--- config.mk ---
export PLATFORM = sky130hd
export DESIGN_NAME = dffram_burst_seq_flat
export DESIGN_NICKNAME = d
export VERILOG_FILES = /design/src/rtl/dffram_burst_seq_if.sv /design/src/rtl/dffram_burst_seq.sv /design/src/flat_wrapper.sv
export SDC_FILE = /design/constraint.sdc
export NUM_CORES = 1
export LEC_CHECK = 0
export CORE_ASPECT_RATIO = 0.8
export CORE_MARGIN = 2
export CORE_UTILIZATION = 47
export CTS_CLUSTER_SIZE = 12
export DETAILED_ROUTE_END_ITERATION = 6
export GPL_ROUTABILITY_DRIVEN = 0
export GPL_TIMING_DRIVEN = 0
export PLACE_DENSITY = 0.84
export SETUP_SLACK_MARGIN = 0.1
export SLEW_MARGIN = 0
export SYNTH_ARGS = -nofsm -noshare
export SYNTH_HDL_FRONTEND = slang
export SYNTH_SLANG_ARGS = --single-unit
--- constraint.sdc ---
create_clock -name clk -period 3.1 [get_ports clk]
set_clock_uncertainty 0.1 [all_clocks]
set_input_delay 0.465 -clock clk [delete_from_list [all_inputs] [get_ports clk]]
set_output_delay 0.465 -clock clk [all_outputs]
set_load 0.01 [all_outputs]
--- src/rtl/dffram_burst_seq_if.sv ---
// Command, stream and RAM-port bundle between a command issuer and the burst sequencer.
// master = command/stream source and RAM model side, slave = sequencer.
interface dffram_burst_seq_if #(
  parameter int ADDRWIDTH = 5,
  parameter int DWIDTH    = 4
);
  logic                 cmd_valid;
  logic                 cmd_ready;
  logic [1:0]           cmd_op;
  logic [ADDRWIDTH-1:0] cmd_addr;
  logic [ADDRWIDTH-1:0] cmd_len;
  logic [DWIDTH-1:0]    cmd_pat;
  logic                 din_valid;
  logic                 din_ready;
  logic [DWIDTH-1:0]    din_data;
  logic                 abort;
  logic [ADDRWIDTH-1:0] ram_addr_a;
  logic [DWIDTH-1:0]    ram_wdata;
  logic                 ram_w_en;
  logic [ADDRWIDTH-1:0] ram_addr_b;
  logic [DWIDTH-1:0]    ram_rdata_b;
  logic                 busy;
  logic                 done;
  logic                 err;
  logic [ADDRWIDTH-1:0] err_addr;

  modport master (
    output cmd_valid, cmd_op, cmd_addr, cmd_len, cmd_pat,
    output din_valid, din_data, abort, ram_rdata_b,
    input  cmd_ready, din_ready, ram_addr_a, ram_wdata, ram_w_en,
    input  ram_addr_b, busy, done, err, err_addr
  );

  modport slave (
    input  cmd_valid, cmd_op, cmd_addr, cmd_len, cmd_pat,
    input  din_valid, din_data, abort, ram_rdata_b,
    output cmd_ready, din_ready, ram_addr_a, ram_wdata, ram_w_en,
    output ram_addr_b, busy, done, err, err_addr
  );
endinterface

--- src/rtl/dffram_burst_seq.sv ---
// Burst LOAD/FILL/VERIFY sequencer for the 32x4 DFF RAM; one word per accepted beat, done 1 cycle after last beat.
// Backpressure: cmd_ready only in IDLE; din_ready only in LOAD/VERIFY and dropped while abort is high.
module dffram_burst_seq #(
  parameter int ADDRWIDTH = 5,
  parameter int DWIDTH    = 4
) (
  input  logic               clk,
  input  logic               rst_n,
  dffram_burst_seq_if.slave  bus
);

  typedef enum logic [2:0] {
    S_IDLE,
    S_LOAD,
    S_FILL,
    S_VERIFY,
    S_DONE
  } state_t;

  state_t               state, state_nxt;
  logic [ADDRWIDTH-1:0] ptr, ptr_nxt;
  logic [ADDRWIDTH-1:0] cnt, cnt_nxt;
  logic [DWIDTH-1:0]    pat, pat_nxt;
  logic                 err_q, err_nxt;
  logic [ADDRWIDTH-1:0] err_addr_q, err_addr_nxt;
  logic                 step;

  always_ff @(posedge clk or negedge rst_n) begin
    if (!rst_n) begin
      state      <= S_IDLE;
      ptr        <= '0;
      cnt        <= '0;
      pat        <= '0;
      err_q      <= 1'b0;
      err_addr_q <= '0;
    end else begin
      state      <= state_nxt;
      ptr        <= ptr_nxt;
      cnt        <= cnt_nxt;
      pat        <= pat_nxt;
      err_q      <= err_nxt;
      err_addr_q <= err_addr_nxt;
    end
  end

  always_comb begin
    state_nxt     = state;
    ptr_nxt       = ptr;
    cnt_nxt       = cnt;
    pat_nxt       = pat;
    err_nxt       = err_q;
    err_addr_nxt  = err_addr_q;
    step          = 1'b0;
    bus.cmd_ready = 1'b0;
    bus.din_ready = 1'b0;
    bus.ram_w_en  = 1'b0;
    bus.ram_wdata = '0;
    bus.done      = 1'b0;
    bus.busy      = 1'b1;

    case (state)
      S_IDLE: begin
        bus.busy      = 1'b0;
        bus.cmd_ready = 1'b1;
        if (bus.cmd_valid) begin
          ptr_nxt      = bus.cmd_addr;
          cnt_nxt      = bus.cmd_len;
          pat_nxt      = bus.cmd_pat;
          err_nxt      = 1'b0;
          err_addr_nxt = '0;
          case (bus.cmd_op)
            2'd0:    state_nxt = S_LOAD;
            2'd1:    state_nxt = S_FILL;
            2'd2:    state_nxt = S_VERIFY;
            default: state_nxt = S_DONE;
          endcase
        end
      end
      S_LOAD: begin
        bus.din_ready = !bus.abort;
        bus.ram_w_en  = bus.din_valid && !bus.abort;
        bus.ram_wdata = bus.din_data;
        if (bus.abort)          state_nxt = S_DONE;
        else if (bus.din_valid) step      = 1'b1;
      end
      S_FILL: begin
        bus.ram_w_en  = !bus.abort;
        bus.ram_wdata = pat;
        if (bus.abort) state_nxt = S_DONE;
        else           step      = 1'b1;
      end
      S_VERIFY: begin
        bus.din_ready = !bus.abort;
        if (bus.abort) begin
          state_nxt = S_DONE;
        end else if (bus.din_valid) begin
          step = 1'b1;
          // Only the first mismatch of a command is recorded.
          if ((bus.din_data != bus.ram_rdata_b) && !err_q) begin
            err_nxt      = 1'b1;
            err_addr_nxt = ptr;
          end
        end
      end
      S_DONE: begin
        bus.done  = 1'b1;
        state_nxt = S_IDLE;
      end
      default: state_nxt = S_IDLE;
    endcase

    // ptr wraps naturally at 2^ADDRWIDTH, so bursts may cross the top of the RAM.
    if (step) begin
      ptr_nxt = ptr + 1'b1;
      if (cnt == '0) state_nxt = S_DONE;
      else           cnt_nxt   = cnt - 1'b1;
    end
  end

  assign bus.ram_addr_a = ptr;
  assign bus.ram_addr_b = ptr;
  assign bus.err        = err_q;
  assign bus.err_addr   = err_addr_q;

endmodule

--- src/flat_wrapper.sv ---
// flat-port wrapper written by rule: the top's interface ports become plain ports
module dffram_burst_seq_flat 
#(
  parameter int ADDRWIDTH = 5,
  parameter int DWIDTH    = 4
)
  (clk, rst_n, bus_cmd_valid, bus_cmd_op, bus_cmd_addr, bus_cmd_len, bus_cmd_pat, bus_din_valid, bus_din_data, bus_abort, bus_ram_rdata_b, bus_cmd_ready, bus_din_ready, bus_ram_addr_a, bus_ram_wdata, bus_ram_w_en, bus_ram_addr_b, bus_busy, bus_done, bus_err, bus_err_addr);
  dffram_burst_seq_if #(.ADDRWIDTH(ADDRWIDTH), .DWIDTH(DWIDTH)) bus_i ();
  input  logic clk;
  input  logic rst_n;
  input wire logic [$bits(bus_i.cmd_valid)-1:0] bus_cmd_valid;
  input wire logic [$bits(bus_i.cmd_op)-1:0] bus_cmd_op;
  input wire logic [$bits(bus_i.cmd_addr)-1:0] bus_cmd_addr;
  input wire logic [$bits(bus_i.cmd_len)-1:0] bus_cmd_len;
  input wire logic [$bits(bus_i.cmd_pat)-1:0] bus_cmd_pat;
  input wire logic [$bits(bus_i.din_valid)-1:0] bus_din_valid;
  input wire logic [$bits(bus_i.din_data)-1:0] bus_din_data;
  input wire logic [$bits(bus_i.abort)-1:0] bus_abort;
  input wire logic [$bits(bus_i.ram_rdata_b)-1:0] bus_ram_rdata_b;
  output wire logic [$bits(bus_i.cmd_ready)-1:0] bus_cmd_ready;
  output wire logic [$bits(bus_i.din_ready)-1:0] bus_din_ready;
  output wire logic [$bits(bus_i.ram_addr_a)-1:0] bus_ram_addr_a;
  output wire logic [$bits(bus_i.ram_wdata)-1:0] bus_ram_wdata;
  output wire logic [$bits(bus_i.ram_w_en)-1:0] bus_ram_w_en;
  output wire logic [$bits(bus_i.ram_addr_b)-1:0] bus_ram_addr_b;
  output wire logic [$bits(bus_i.busy)-1:0] bus_busy;
  output wire logic [$bits(bus_i.done)-1:0] bus_done;
  output wire logic [$bits(bus_i.err)-1:0] bus_err;
  output wire logic [$bits(bus_i.err_addr)-1:0] bus_err_addr;
  assign bus_i.cmd_valid = bus_cmd_valid;
  assign bus_i.cmd_op = bus_cmd_op;
  assign bus_i.cmd_addr = bus_cmd_addr;
  assign bus_i.cmd_len = bus_cmd_len;
  assign bus_i.cmd_pat = bus_cmd_pat;
  assign bus_i.din_valid = bus_din_valid;
  assign bus_i.din_data = bus_din_data;
  assign bus_i.abort = bus_abort;
  assign bus_i.ram_rdata_b = bus_ram_rdata_b;
  assign bus_cmd_ready = bus_i.cmd_ready;
  assign bus_din_ready = bus_i.din_ready;
  assign bus_ram_addr_a = bus_i.ram_addr_a;
  assign bus_ram_wdata = bus_i.ram_wdata;
  assign bus_ram_w_en = bus_i.ram_w_en;
  assign bus_ram_addr_b = bus_i.ram_addr_b;
  assign bus_busy = bus_i.busy;
  assign bus_done = bus_i.done;
  assign bus_err = bus_i.err;
  assign bus_err_addr = bus_i.err_addr;
  dffram_burst_seq #(.ADDRWIDTH(ADDRWIDTH), .DWIDTH(DWIDTH)) u_core (.clk(clk), .rst_n(rst_n), .bus(bus_i));
endmodule
==> out/results.txt <==
status - complete, no violations
GRT Residual Overflow - 0
CP startpoint kind - input pin
design area - 2066 um2
reg2reg start - u_core.cnt[0]
Worst IR Drop VDD - 0.5235 mV
final setup fails - 0
WS Path Type - input pin to primary output
via count - 1,364
initial DRC count - 94
FF-to-FF End - u_core.cnt[0]
max_slew headroom - 28.33%
worst-path fanout max - 9
first-pass GRT wire length - 6182 um
postcts setup bufs - 0
hold path start - u_core.pat[1]
Starting Density - 50.61%
drt drc - 0
CTS tree - done
post-CTS resize count - 0
post-route minimum period - 2.478 ns
ys flop type - dfrtp_1
H-tree levels - 1
register area share after synthesis - 39.90%
initial antenna violation count - 0
Routed Antenna Nets - 0
Post-synth EDFFs - 0
WL/cell - 14.94 um
RSZ-0062 raised after global routing - no
post-cts hold buffer count - 0
arrival time at the worst endpoint - 1.91 ns
R2R Setup Slk - 1.30 ns
final std cells w/o fill - 252
Mapped Area - 1443 um2
min-delay worst type - flop to flop
Ant. Diodes - 0
final-report hold violation count - 0
clock latency on the worst-skew pair - 0.26 ns
hold endpoint - u_core.pat[1]
Crit. End Element - primary output
Die ar. - 3531 um2
Worst-Margin Slew - 1.072 ns
Max Cap Viol - 0
IO Port Bufs - 53
ys async rst share - 100.0%
Leakage - 0.9169 nW
Syn Nets - 191
Die Ht - 53.56 um
clock root cell - clkbuf_8
Peak Freq - 403.5 MHz
Seq cells post-synth - 23
gr usage total - 23.48%
share of layout cells above drive strength 1 - 12.15%
Layout area overhead - 43.19%
fin nets - 249
detailed-route wire length - 3764 um
Final Max Slew Viols - 0
CORE AREA - 2850 um2
setup_tns - 0 ns
Post-Synthesis Cells - 157
Reg clk slew, reported paths - 0.08 ns
Hold Crit Depth - 2
Hold WS - 0.3874 ns
Max Root-Sink Buffers - 2
total number of yosys warnings - 0
Placed Instances - 248
origin of the worst setup path - bus_abort
row count - 17
Synth cell types - 42
drt pass-1 iters - 4
post-route core utilization - 72.48%
Detailed Place HPWL - 2785 um
crit share post-route - 79.94%
clock sinks - 23
Die Wd - 65.94 um
I/O pin total - 54
DR vias/cell - 5.413
synthesized area per cell - 9.189 um2
dpl cell area - 2021 um2
pin count of the biggest net entering global routing - 24
R2R cell count - 6
Req. time, crit path - 2.53 ns
P per Cell Area - 803.9 nW/um2
TritonCTS Buffers - 3
vias in the first global route - 1,300
==> worst max-delay path: stages <==
cell	delay (ns)
clkdlybuf4s50_1	0.45
nor2_4	0.26
and2_1	0.19
clkdlybuf4s50_1	0.54
==> worst max-delay path by stage <==
| stage | endpoint | slack (ns) | cells after the start |
|---|---|---|---|
| final | bus_din_ready | 0.62 | 4 |
| after global routing | bus_ram_wdata[0] | 0.48 | 5 |
| after CTS | bus_din_ready | 0.63 | 4 |
| after detailed placement | bus_din_ready | 0.63 | 4 |
| after global placement | bus_din_ready | 0.63 | 4 |
| after floorplan | u_core.cnt[1] | 1.47 | 5 |
==> placed cells by master, fill, tap and decap left out, types with 5 or more instances in the layout <==
cell type,instances
o21ai_0,5
mux2i_1,6
ha_1,5
inv_1,9
nand2_1,30
a22oi_1,5
buf_4,8
nor2_1,11
dfrtp_1,23
clkdlybuf4s50_1,53
xor2_1,5
==> power by group <==
part           internal (W)  switching, W
Combinational      0.000501      0.000453
Clock             0.0000918     0.0000980
Sequential         0.000405      0.000111
==> per-layer routing <==
metal	vias up	wire, um	global-route usage (%)
met1	644	1583	29.83
li1	648	-	-
met2	70	1856	42.26
met3	2	308	5.230
met4	0	16	4.082
met5	-	0	0
==> synth_stat cells (2+ instances only) <==
cell type	n	area share [%]
nand3_1	2	0.69
and2_1	3	1.3
o22ai_1	3	1.3
a31oi_1	3	1.3
mux2i_1	6	4.2
nand2_2	2	0.87
xor2_1	5	3.0
buf_6	2	1.6
nor2b_1	3	1.3
buf_2	2	0.69
nand2_1	30	7.8
o21ai_0	5	1.7
dfrtp_1	23	40
a32oi_1	2	1.2
nor3b_1	2	1.0
buf_4	8	4.2
and3_1	2	0.87
nor2_1	11	2.9
inv_1	9	2.3
a21oi_1	4	1.4
a22oi_1	5	2.6
ha_1	5	4.3
==> layout make-up <==
class                   count  area [um2]
inverters                  10       37.54
clock buffers               4       45.04
flip-flops and latches     23       575.6
repair buffers             53       530.5
fillers                   219       784.5
multi-input cells         112       737.0
well taps                  38       47.55
plain buffers              12       92.59
==> stage by stage <==
step / power [W] / worst slack (ns)
after floorplan: 0.001065 / 1.469
after global placement: 0.001419 / 0.6330
after detailed placement: 0.001466 / 0.6265
after CTS: 0.001659 / 0.6258
after global routing: 0.001788 / 0.4796
final: 0.001661 / 0.6219
==> state kept, by name, summed over array words and instances, names as in the netlist <==
register / flops
u_core.bus.err: 1
u_core.bus.err_addr: 5
u_core.bus.ram_addr_a: 5
u_core.cnt: 5
u_core.pat: 4
u_core.state: 3
==> cells by family after synthesis <==
| group | share of synthesized area [%] |
|---|---|
| flops | 39.90 |
| xor+xnor | 3.035 |
| buf+inv | 9.020 |
| compound gates | 15.27 |
| simple gates | 23.24 |
| fa+ha+maj | 4.337 |
| mux | 5.204 |
No activity file was read; power rests on OpenSTA's default activity.
